`src/rtl/iru_rot_angle_seq_pkg.sv`:
```
// Shared types and constants for the IRU angle sequencer.
// 36 angle positions at 10 degrees each; the cos path reuses the sin table a quarter turn ahead.
package iru_pkg;

   localparam int IRU_NUM_ANGLES = 36;
   localparam int IRU_QUARTER    = 9;

   typedef logic [5:0]  iru_angle_idx_t;
   typedef logic [35:0] iru_angle_onehot_t;

   typedef enum logic [0:0] {
      S_IDLE = 1'b0,
      S_EMIT = 1'b1
   } iru_seq_state_t;

   function automatic logic iru_cfg_bad(input iru_angle_idx_t start_idx,
                                        input logic [5:0]     step,
                                        input logic [5:0]     count);
      return (start_idx >= 6'(IRU_NUM_ANGLES)) || (step == 6'd0) ||
             (step >= 6'(IRU_NUM_ANGLES)) || (count == 6'd0);
   endfunction

endpackage

```
`src/rtl/iru_rot_angle_seq_if.sv`:
```
// Command and coefficient-stream bundle between a sweep master and the angle sequencer.
interface iru_rot_angle_seq_if #(parameter int DATA_W = 32);
   import iru_pkg::*;

   logic              start_valid;
   logic              start_ready;
   iru_angle_idx_t    cfg_start_idx;
   logic [5:0]        cfg_step;
   logic [5:0]        cfg_count;
   logic              abort;
   logic              out_valid;
   logic              out_ready;
   iru_angle_idx_t    out_idx;
   iru_angle_onehot_t out_onehot;
   logic [DATA_W-1:0] out_sin;
   logic [DATA_W-1:0] out_cos;
   logic              out_last;
   logic              busy;
   logic              cfg_err;

   modport master (
      output start_valid, cfg_start_idx, cfg_step, cfg_count, abort, out_ready,
      input  start_ready, out_valid, out_idx, out_onehot, out_sin, out_cos,
             out_last, busy, cfg_err
   );

   modport slave (
      input  start_valid, cfg_start_idx, cfg_step, cfg_count, abort, out_ready,
      output start_ready, out_valid, out_idx, out_onehot, out_sin, out_cos,
             out_last, busy, cfg_err
   );

endinterface

```
`src/rtl/iru_rot_angle_seq_add.sv`:
```
// Mod-36 angle index add with one-hot encode of the result.
module iru_angle_add
   import iru_pkg::*;
(
   input  iru_angle_idx_t    base,
   input  iru_angle_idx_t    inc,
   output iru_angle_idx_t    sum,
   output iru_angle_onehot_t onehot
);

   logic [6:0] raw;

   // Both operands are below 36, so one conditional subtract is a full wrap.
   assign raw    = {1'b0, base} + {1'b0, inc};
   assign sum    = (raw >= 7'(IRU_NUM_ANGLES)) ? 6'(raw - 7'(IRU_NUM_ANGLES)) : raw[5:0];
   assign onehot = iru_angle_onehot_t'(1) << sum;

endmodule

```
`src/rtl/iru_sin_lut.sv`:
```
// sin(idx*10 deg) in Q2.30, magnitudes truncated toward zero from double-precision sin.
module iru_sin_lut
   import iru_pkg::*;
(
   input  iru_angle_idx_t idx,
   output logic [31:0]    sin
);

   always_comb begin
      sin = 32'h0;
      case (idx)
         6'd0:  sin = 32'h00000000;  6'd1:  sin = 32'h0B1D0D3F;
         6'd2:  sin = 32'h15E3A874;  6'd3:  sin = 32'h1FFFFFFF;
         6'd4:  sin = 32'h29236EA4;  6'd5:  sin = 32'h3106DF45;
         6'd6:  sin = 32'h376CF5D0;  6'd7:  sin = 32'h3C23EC84;
         6'd8:  sin = 32'h3F071719;  6'd9:  sin = 32'h40000000;
         6'd10: sin = 32'h3F071719;  6'd11: sin = 32'h3C23EC84;
         6'd12: sin = 32'h376CF5D0;  6'd13: sin = 32'h3106DF45;
         6'd14: sin = 32'h29236EA4;  6'd15: sin = 32'h1FFFFFFF;
         6'd16: sin = 32'h15E3A874;  6'd17: sin = 32'h0B1D0D3F;
         6'd18: sin = 32'h00000000;  6'd19: sin = 32'hF4E2F2C1;
         6'd20: sin = 32'hEA1C578C;  6'd21: sin = 32'hE0000000;
         6'd22: sin = 32'hD6DC915C;  6'd23: sin = 32'hCEF920BB;
         6'd24: sin = 32'hC8930A30;  6'd25: sin = 32'hC3DC137C;
         6'd26: sin = 32'hC0F8E8E7;  6'd27: sin = 32'hC0000000;
         6'd28: sin = 32'hC0F8E8E7;  6'd29: sin = 32'hC3DC137C;
         6'd30: sin = 32'hC8930A30;  6'd31: sin = 32'hCEF920BB;
         6'd32: sin = 32'hD6DC915C;  6'd33: sin = 32'hE0000000;
         6'd34: sin = 32'hEA1C578C;  6'd35: sin = 32'hF4E2F2C1;
         default: sin = 32'h0;
      endcase
   end

endmodule

```
`src/rtl/iru_rot_angle_seq.sv`:
```
// Angle sweep sequencer: turns a start/step/count command into a stream of
// registered (idx, one-hot, sin, cos) beats for the rotation datapath.
module iru_rot_angle_seq
   import iru_pkg::*;
#(
   parameter int NUM_ANGLES = 36,
   parameter int DATA_W     = 32
) (
   input logic clk,
   input logic rst,
   iru_rot_angle_seq_if.slave bus
);

   iru_seq_state_t    state, state_d;
   logic [5:0]        step_q, step_d;
   logic [5:0]        rem_q, rem_d;
   logic              vld_d, last_d, err_d, load, clr, bad;
   iru_angle_idx_t    add_base, add_inc, nxt_idx, cos_idx;
   iru_angle_onehot_t nxt_onehot, cos_onehot;
   logic [DATA_W-1:0] sin_d, cos_d;

   // In IDLE the adder passes the start index through so one LUT path serves load and advance.
   assign add_base = (state == S_IDLE) ? bus.cfg_start_idx : bus.out_idx;
   assign add_inc  = (state == S_IDLE) ? 6'd0 : step_q;
   assign bad      = iru_cfg_bad(bus.cfg_start_idx, bus.cfg_step, bus.cfg_count) ||
                     (bus.cfg_start_idx >= 6'(NUM_ANGLES));

   iru_angle_add u_nxt_add (.base(add_base), .inc(add_inc), .sum(nxt_idx), .onehot(nxt_onehot));
   iru_angle_add u_cos_add (.base(nxt_idx), .inc(6'(IRU_QUARTER)), .sum(cos_idx), .onehot(cos_onehot));
   iru_sin_lut   u_sin_lut (.idx(nxt_idx), .sin(sin_d));
   iru_sin_lut   u_cos_lut (.idx(cos_idx), .sin(cos_d));

   assign bus.start_ready = (state == S_IDLE);
   assign bus.busy        = (state != S_IDLE);

   always_comb begin
      state_d = state;
      step_d  = step_q;
      rem_d   = rem_q;
      vld_d   = bus.out_valid;
      last_d  = bus.out_last;
      err_d   = 1'b0;
      load    = 1'b0;
      clr     = 1'b0;
      case (state)
         S_IDLE: begin
            if (!bus.abort && bus.start_valid) begin
               if (bad) begin
                  err_d = 1'b1;
               end else begin
                  state_d = S_EMIT;
                  step_d  = bus.cfg_step;
                  rem_d   = bus.cfg_count;
                  vld_d   = 1'b1;
                  last_d  = (bus.cfg_count == 6'd1);
                  load    = 1'b1;
               end
            end
         end
         S_EMIT: begin
            // Abort ends the sweep even if the current beat was also accepted.
            if (bus.abort) begin
               state_d = S_IDLE;
               vld_d   = 1'b0;
               last_d  = 1'b0;
               clr     = 1'b1;
            end else if (bus.out_ready) begin
               if (rem_q == 6'd1) begin
                  state_d = S_IDLE;
                  vld_d   = 1'b0;
                  last_d  = 1'b0;
               end else begin
                  rem_d  = rem_q - 6'd1;
                  last_d = (rem_q == 6'd2);
                  load   = 1'b1;
               end
            end
         end
         default: state_d = S_IDLE;
      endcase
   end

   always_ff @(posedge clk) begin
      if (rst) begin
         state          <= S_IDLE;
         step_q         <= '0;
         rem_q          <= '0;
         bus.out_valid  <= 1'b0;
         bus.out_last   <= 1'b0;
         bus.cfg_err    <= 1'b0;
         bus.out_idx    <= '0;
         bus.out_onehot <= '0;
         bus.out_sin    <= '0;
         bus.out_cos    <= '0;
      end else begin
         state         <= state_d;
         step_q        <= step_d;
         rem_q         <= rem_d;
         bus.out_valid <= vld_d;
         bus.out_last  <= last_d;
         bus.cfg_err   <= err_d;
         if (clr) begin
            bus.out_idx    <= '0;
            bus.out_onehot <= '0;
            bus.out_sin    <= '0;
            bus.out_cos    <= '0;
         end else if (load) begin
            bus.out_idx    <= nxt_idx;
            bus.out_onehot <= nxt_onehot;
            bus.out_sin    <= sin_d;
            bus.out_cos    <= cos_d;
         end
      end
   end

endmodule
```
`src/flat_wrapper.sv`:
```
// flat-port wrapper written by rule: the top's interface ports become plain ports
module iru_rot_angle_seq_flat import iru_pkg::*;
#(
   parameter int NUM_ANGLES = 36,
   parameter int DATA_W     = 32
)
  (clk, rst, bus_start_valid, bus_cfg_start_idx, bus_cfg_step, bus_cfg_count, bus_abort, bus_out_ready, bus_start_ready, bus_out_valid, bus_out_idx, bus_out_onehot, bus_out_sin, bus_out_cos, bus_out_last, bus_busy, bus_cfg_err);
  iru_rot_angle_seq_if #(.DATA_W(DATA_W)) bus_i ();
  input logic clk;
  input logic rst;
  input wire logic [$bits(bus_i.start_valid)-1:0] bus_start_valid;
  input wire logic [$bits(bus_i.cfg_start_idx)-1:0] bus_cfg_start_idx;
  input wire logic [$bits(bus_i.cfg_step)-1:0] bus_cfg_step;
  input wire logic [$bits(bus_i.cfg_count)-1:0] bus_cfg_count;
  input wire logic [$bits(bus_i.abort)-1:0] bus_abort;
  input wire logic [$bits(bus_i.out_ready)-1:0] bus_out_ready;
  output wire logic [$bits(bus_i.start_ready)-1:0] bus_start_ready;
  output wire logic [$bits(bus_i.out_valid)-1:0] bus_out_valid;
  output wire logic [$bits(bus_i.out_idx)-1:0] bus_out_idx;
  output wire logic [$bits(bus_i.out_onehot)-1:0] bus_out_onehot;
  output wire logic [$bits(bus_i.out_sin)-1:0] bus_out_sin;
  output wire logic [$bits(bus_i.out_cos)-1:0] bus_out_cos;
  output wire logic [$bits(bus_i.out_last)-1:0] bus_out_last;
  output wire logic [$bits(bus_i.busy)-1:0] bus_busy;
  output wire logic [$bits(bus_i.cfg_err)-1:0] bus_cfg_err;
  assign bus_i.start_valid = bus_start_valid;
  assign bus_i.cfg_start_idx = bus_cfg_start_idx;
  assign bus_i.cfg_step = bus_cfg_step;
  assign bus_i.cfg_count = bus_cfg_count;
  assign bus_i.abort = bus_abort;
  assign bus_i.out_ready = bus_out_ready;
  assign bus_start_ready = bus_i.start_ready;
  assign bus_out_valid = bus_i.out_valid;
  assign bus_out_idx = bus_i.out_idx;
  assign bus_out_onehot = bus_i.out_onehot;
  assign bus_out_sin = bus_i.out_sin;
  assign bus_out_cos = bus_i.out_cos;
  assign bus_out_last = bus_i.out_last;
  assign bus_busy = bus_i.busy;
  assign bus_cfg_err = bus_i.cfg_err;
  iru_rot_angle_seq #(.NUM_ANGLES(NUM_ANGLES), .DATA_W(DATA_W)) u_core (.clk(clk), .rst(rst), .bus(bus_i));
endmodule
```
`config.mk`:
```
export PLATFORM = sky130hd
export DESIGN_NAME = iru_rot_angle_seq_flat
export DESIGN_NICKNAME = d
export VERILOG_FILES = /design/src/rtl/iru_rot_angle_seq_pkg.sv /design/src/rtl/iru_rot_angle_seq_if.sv /design/src/rtl/iru_rot_angle_seq_add.sv /design/src/rtl/iru_sin_lut.sv /design/src/rtl/iru_rot_angle_seq.sv /design/src/flat_wrapper.sv
export SDC_FILE = /design/constraint.sdc
export NUM_CORES = 1
export LEC_CHECK = 0
export CAP_MARGIN = 20
export CELL_PAD_IN_SITES_DETAIL_PLACEMENT = 0
export CELL_PAD_IN_SITES_GLOBAL_PLACEMENT = 1
export CORE_MARGIN = 2
export CORE_UTILIZATION = 30
export CTS_BUF_LIST = sky130_fd_sc_hd__clkbuf_16
export DETAILED_ROUTE_END_ITERATION = 6
export GPL_TIMING_DRIVEN = 0
export PLACE_DENSITY = 0.64
export REMOVE_ABC_BUFFERS = 1
export SYNTH_ARGS = -nofsm -noshare
export SYNTH_HDL_FRONTEND = slang
export SYNTH_SLANG_ARGS = --single-unit
```
`constraint.sdc`:
```
create_clock -name clk -period 14.4 [get_ports clk]
set_input_delay 2.88 -clock clk [delete_from_list [all_inputs] [get_ports clk]]
set_output_delay 2.88 -clock clk [all_outputs]
set_load 0.05 [all_outputs]
```
==> results of run 1 <==
logic make-up (layout without fill, tap and decap cells):
kind of cell | count (synthesis) | in the layout
and+or+nand+nor | 418 | 418
DFF | 118 | 118
xor gates and xnor gates | 7 | 7
buffers and inverters | 121 | 195
AOI/OAI and AO/OA | 408 | 408
adders and majority gates | 36 | 36
other | 0 | 1
muxes | 15 | 15
through the flow:
| stage | std cells | total power, uW | util, % | hold slack [ps] | setup WS [ps] |
|---|---|---|---|---|---|
| global route | 1538 | 1331 | 38.82 | 467.5 | 2445 |
| floorplan | 1018 | 674.3 | - | 425.7 | 3300 |
| global placement | 1492 | 826.1 | 35.44 | 440.2 | -1278 |
| detailed placement | 1505 | 837.5 | 36.63 | 443.1 | 2622 |
| finish | 1539 | 1270 | 38.83 | 447.4 | 2831 |
| CTS | 1537 | 1268 | 38.73 | 451.5 | 3033 |
synth_stat cells, drive strengths merged (9+ instances only):
library cell / n / share of area [%]
a211oi: 17 / 1.6
a32oi: 19 / 2.2
a22oi: 17 / 1.5
o221ai: 15 / 1.9
a31oi: 21 / 1.7
clkbuf: 69 / 3.1
o221a: 9 / 1.2
a21oi: 99 / 6.1
dfxtp: 118 / 29
nor2: 129 / 5.9
buf: 36 / 2.3
and2: 12 / 0.91
ha: 35 / 5.3
o211ai: 25 / 2.3
nor3: 30 / 2.0
nand2: 159 / 7.3
o31ai: 11 / 1.1
o22ai: 12 / 0.91
inv: 15 / 0.68
o21ai: 88 / 5.5
nand3: 39 / 2.4
nand4: 13 / 1.1
cells in the final DEF (no fill, tap or decap), drive strengths merged, types with 13 or more instances in the layout:
cell type      instances
nor3                  30
a22oi                 17
nand2                159
a32oi                 19
a211oi                17
a31oi                 21
dfxtp                118
o211ai                25
nand4                 13
nand3                 39
ha                    35
inv                   22
clkdlybuf4s50        133
o21ai                 88
nor2                 129
clkbuf                18
o221ai                15
buf                   13
a21oi                 99
worst max-delay path: cells and delay by family:
kind	cells	cell delay, ps
AO/OA/AOI/OAI	7	2910
multiplexers	1	270
buffers and inverters	7	2180
adder cells (fa/ha/maj)	4	1880
AND/OR/NAND/NOR	9	1670
routing by layer:
metal  global-route usage, %  routed length [um]  vias up
met4                   6.875                 642        0
met5                       0                   0        -
met3                   4.000                2072       47
met2                   34.15               14380      363
li1                        -                   -     4295
met1                   32.83               15750     4351
flip-flops by register name (all words and copies together) (netlist names):
register and cells:
u_core.step_q 6, u_core.bus.out_last 1, u_core.bus.busy 1, u_core.bus.out_sin 30, u_core.bus.cfg_err 1, u_core.bus.out_onehot 36, u_core.bus.out_valid 1, u_core.bus.out_idx 6
u_core.bus.out_cos 30, u_core.rem_q 6
layout make-up:
cell class / count / area (sq um) / area share [%]
Sequential cell: 118 / 2362 / 22.51
Clock buffer: 17 / 425.4 / 4.053
Clock inverter: 15 / 143.9 / 1.371
Tap cell: 341 / 426.7 / 4.065
Timing Repair Buffer: 147 / 1615 / 15.39
Multi-Input combinational cell: 884 / 5459 / 52.01
Antenna cell: 1 / 2.502 / 0.02384
Inverter: 16 / 60.06 / 0.5722
how the worst min path moves through the flow:
stage,endpoint,slack [ps],cells past startpoint
after floorplan,u_core.step_q[0],430,2
after global placement,u_core.bus.out_sin[1],440,2
after detailed placement,u_core.bus.out_sin[1],440,2
after CTS,u_core.bus.out_sin[1],450,2
after global routing,u_core.bus.out_sin[1],470,2
final,u_core.bus.out_sin[1],450,2
power groups by stage:
stage / Sequential (uW) / Clock (uW) / Combinational [uW]
2_1_floorplan: 404 / 0 / 270
3_3_place_gp: 358 / 0 / 468
3_5_place_dp: 358 / 0 / 480
4_1_cts: 350 / 436 / 481
5_1_grt: 352 / 450 / 529
6_report: 350 / 430 / 490
==> flow_summary_export.csv, run 1 <==
group,metric,value,unit
global_route,antenna_found_initial,1,
critical_path,r2r_start,"u_core.bus.busy",
critical_path,start_kind,"primary input",
pwr,pwr-share-clk,33.9,%
global_route,gr-usage-all-layers,22.70,%
synth,ys_seq_area_share,28.56,%
critical_path,crit_start,"bus_cfg_start_idx[0]",
job,drv_cap,0,
timing,finalSetupTns,0,ps
timing,fin_worst_skew,13.66,ps
timing,setup_viol,0,
pwr,internal-power,732.3,uW
layout,drive_gt1_share,8.605,%
drt,avgRoutedWirePerCell,21.34,um
pwr,cellPowerDensity,121.0,nW/um^2
timing,layout_min_cycle_time,11570,ps
placement,dp_hpwl,21950,um
timing,rsz0062_at_grt,"no",
timing,relSlewSlack,24.73,%
synth,synthAdderAreaFrac,5.536,%
timing,worst_pin_slew,1129,ps
global_route,grt_pass1_vias,8697,
die,rows,60,
drt,vias,9056,
synth,syn_area_per_cell,7.366,sq um
cts,ctsResizeCount,0,
outcome,outcome,"complete, no violations",
placement,gp_congestion,0.8819,
drt,drt-initial-drc-count,781,
drt,drt_wl_total,32850,um
drt,routed_via_density,5.884,
pwr,p_switching,537.6,uW
pwr,p_seq_share,27.6,%
layout,nFillCells,2820,
critical_path,cp-end-kind,"register",
global_route,grt_max_degree,76,
die,die_x,170.1,um
synth,synthCells,1123,
critical_path,cpMaxStageDelayCell,"o211a_2",
critical_path,reg2regPathDepth,28,
synth,yosysWarnings,0,
synth,synthDistinctLibCells,92,
cts,cts-root-buf,"clkbuf_16",
synth,muxShareOfSynthArea,1.936,%
critical_path,max_stage_delay,740,ps
cts,htreeDepth,4,
pwr,leakagePower,0.003651,uW
cts,cts_tree,"done",
hold_path,min_from,"u_core.bus.out_sin[1]",
critical_path,crit_required,14690,ps
drt,antenna_left,0,
layout,fin_area,10500,sq um
critical_path,arrival,11860,ps
drt,first_pass_iters,5,
layout,nets,1243,
critical_path,crit_type,"in -> reg",
cts,hold_buffers,0,
placement,placed_area,9898,sq um
global_route,grt_pass1_wl,51070,um
cts,cts_setup_buffers,0,
synth,synth_ff_type,"dfxtp_1",
synth,synth-edff-count,0,
critical_path,r2r-end,"u_core.bus.out_cos[1]",
synth,async_reset_ff_share,0,%
die,die_h,170.1,um
timing,final-max-slew-violation-count,0,
synth,synth_compound_area_share,34.03,%
timing,max_freq,86.44,MHz
hold_path,holdCritPathClass,"reg -> reg",
pwr,combPwrFrac,38.6,%
cts,clk_latency,440,ps
critical_path,r2r_setup_slack,4740,ps
pwr,swShare,42.34,%
synth,synth_area,8272,sq um
global_route,grt-ovfl-total,0,
cts,path_clk_slew,60,ps
synth,synthSimpleGateAreaFrac,22.72,%
die,die_area,28920,sq um
pwr,worst_ir_drop_vdd,0.08452,mV
synth,synth_top_family_by_area,"compound AO/OA/AOI/OAI gates",
die,core_area,27030,sq um
cts,cts_buffer_depth,2,
layout,syn_to_final_growth,26.88,%
timing,hold_viol,0,
synth,ys_ff_latch,118,
critical_path,crit_fanout,37,
cts,clkSinkCount,118,
timing,fin_crit_sh,80.34,%
cts,numCtsBuffers,17,
critical_path,crit_path_end,"u_core.bus.out_cos[1]",
die,start_util,30.61,%
die,ioPinCount,134,
synth,synthXorXnorAreaFrac,1.013,%
drt,drc_errors,0,
critical_path,crit_top_cell,"nand2_1",
placement,port_buffers,133,
(Power assumes the default switching activity.)
==> run 2, diff against run 1 <==
--- a/config.mk
+++ b/config.mk
@@ -13,7 +13,7 @@
 export CTS_BUF_LIST = sky130_fd_sc_hd__clkbuf_16
 export DETAILED_ROUTE_END_ITERATION = 6
 export GPL_TIMING_DRIVEN = 0
-export PLACE_DENSITY = 0.64
+export PLACE_DENSITY = 0.67
 export REMOVE_ABC_BUFFERS = 1
 export SYNTH_ARGS = -nofsm -noshare
 export SYNTH_HDL_FRONTEND = slang
==> constraint.sdc (replaced) <==
create_clock -name clk -period 10.3 [get_ports clk]
set_input_delay 2.06 -clock clk [delete_from_list [all_inputs] [get_ports clk]]
set_output_delay 2.06 -clock clk [all_outputs]
set_load 0.05 [all_outputs]
==> flow_summary_export.csv, run 2 (synthesized netlist as in run 1, its figures left out) <==
group,metric,value,unit
layout,utilization,39.34,%
timing,rsz0062_at_grt,"no",
layout,nets,1248,
drt,drc_errors,0,
placement,port_buffers,133,
pwr,worst_ir_drop_vdd,0.09169,mV
drt,vias,9087,
critical_path,reg2regPathDepth,30,
cts,cts-root-buf,"clkbuf_16",
critical_path,r2r_start,"u_core.bus.busy",
die,rows,60,
cts,cts_buffer_depth,2,
timing,worst_pin_slew,1076,ps
hold_path,min_from,"u_core.bus.out_onehot[23]",
critical_path,crit_type,"in -> reg",
pwr,cellPowerDensity,174.4,nW/um^2
critical_path,crit_top_cell,"nand2_1",
die,start_util,30.61,%
critical_path,r2r-end,"u_core.bus.out_cos[2]",
global_route,grt_pass1_vias,8521,
drt,avgRoutedWirePerCell,20.83,um
drt,drt-initial-drc-count,848,
critical_path,start_kind,"primary input",
cts,path_clk_slew,60,ps
timing,hold_viol,0,
layout,layout_common_cells,"nand2_1, clkdlybuf4s50_1, nor2_1",
die,die_area,28920,sq um
layout,largest_reg_flops,36,
layout,n_antenna_cell,0,
critical_path,max_stage_delay,1200,ps
critical_path,crit_required,10580,ps
layout,reg.largest.list,"u_core.bus.out_onehot (36), u_core.bus.out_cos (30), u_core.bus.out_sin (30)",
critical_path,cpMaxStageDelayCell,"fa_1",
drt,routed_via_density,5.889,
die,die_h,170.1,um
critical_path,crit_fanout,37,
layout,largest-register,"u_core.bus.out_onehot",
cts,cts_tree,"done",
outcome,outcome,"complete, no violations",
die,core_area,27030,sq um
placement,dp_hpwl,21700,um
pwr,power.total,1854,uW
timing,final-max-slew-violation-count,0,
hold_path,holdCritPathClass,"reg -> reg",
global_route,gr-usage-all-layers,22.15,%
global_route,antenna_found_initial,0,
cts,numCtsBuffers,17,
critical_path,r2r_setup_slack,1530,ps
cts,clk_latency,430,ps
critical_path,crit_buf_inv,6,
timing,hold_slack,449.5,ps
global_route,grt_max_degree,76,
timing,fin_crit_sh,95.54,%
cts,clkSinkCount,118,
job,drv_cap,0,
layout,layout_commonest_cell,"nand2_1",
layout,drive_gt1_share,9.151,%
hold_path,hold_path_end,"u_core.bus.out_onehot[23]",
drt,drt_wl_total,32140,um
timing,setup_viol,0,
layout,nFillCells,2818,
global_route,grt_pass1_wl,50160,um
timing,relSlewSlack,28.21,%
layout,syn_to_final_growth,28.54,%
die,ioPinCount,134,
critical_path,cp_top_family,"adder cells",
hold_path,worstHoldPathCells,2,
global_route,grt-ovfl-total,0,
cts,htreeDepth,4,
placement,gp_congestion,0.8884,
die,die_x,170.1,um
timing,max_freq,101.6,MHz
drt,antenna_left,0,
timing,layout_min_cycle_time,9840,ps
critical_path,cp-end-kind,"register",
drt,first_pass_iters,5,
timing,fin_worst_skew,9.604,ps
pwr,leakagePower,0.003721,uW
critical_path,arrival,10120,ps
## run 2: cell types whose count changed in the layout (fill, tap and decap cells not counted), sizes merged
cell      change
buf           +6
bufinv        +4
clkbuf        -1
clkinv        +2
clkinvlp      -2
diode         -1
inv           -4
## run 2: worst max path at each step
stage / start / end / slack (ps) / cells after the start
final: bus_cfg_start_idx[0] / u_core.bus.out_cos[2] / 460 / 30
after global routing: bus_cfg_start_idx[0] / u_core.bus.out_cos[2] / 1 / 30
after CTS: bus_cfg_start_idx[0] / u_core.bus.out_cos[20] / 170 / 30
after detailed placement: bus_cfg_start_idx[0] / u_core.bus.out_cos[20] / -640 / 30
after global placement: bus_cfg_start_idx[0] / u_core.bus.out_cos[20] / -4370 / 28
after floorplan: bus_cfg_start_idx[0] / u_core.bus.out_cos[15] / 20 / 26
## run 2: through the flow
stage / setup TNS, ps / instances / setup slack [ps] / cell area [sq um]
final: 0 / 1543 / 459.9 / 10630
after global routing: 0 / 1543 / 1.120 / 10630
after CTS: 0 / 1538 / 169.1 / 10590
after detailed placement: -10850 / 1506 / -638.1 / 9932
after global placement: -222080 / 1492 / -4375 / 9577
after floorplan: 0 / 1018 / 19.83 / 7819
## run 2: what timing repair did
action                     4_1_cts  5_1_grt
gates resized for setup          1        2
buffers inserted                 0        5
setup endpoints to repair       11       29
hold buffers                     0        0
pin swaps                        0        1
## run 2: layer usage
metal	vias up	track usage (%)	part of all wire (%)
met1	4403	31.92	47
met5	-	0	0
met2	340	33.58	45
li1	4304	-	-
met4	0	6.355	1.7
met3	40	3.953	6.3
## run 2: cell type report
type	instances	area, sq um	area share [%]
Clock inverter	15	225.2	2.118
Inverter	16	60.06	0.5648
Clock buffer	17	425.4	4.001
Sequential cell	118	2362	22.22
Timing Repair Buffer	152	1662	15.63
Multi-Input combinational cell	884	5472	51.46
Tap cell	341	426.7	4.013
## run 2: where the power goes
group	leakage, uW	internal (uW)	switching [uW]	total [uW]
combinational	0.00245	213	475	687
sequential	0.000956	477	13.1	490
clock	0.000320	432	245	677
## run 2: worst reg2reg max path: cells and delay by family (launching register included)
family	cells	cell delay, ps
AOI/OAI and AO/OA	5	1650
buffers and inverters	6	1340
and+or+nand+nor	13	2490
DFF	1	700
adders and majority gates	5	2120
muxes	1	350
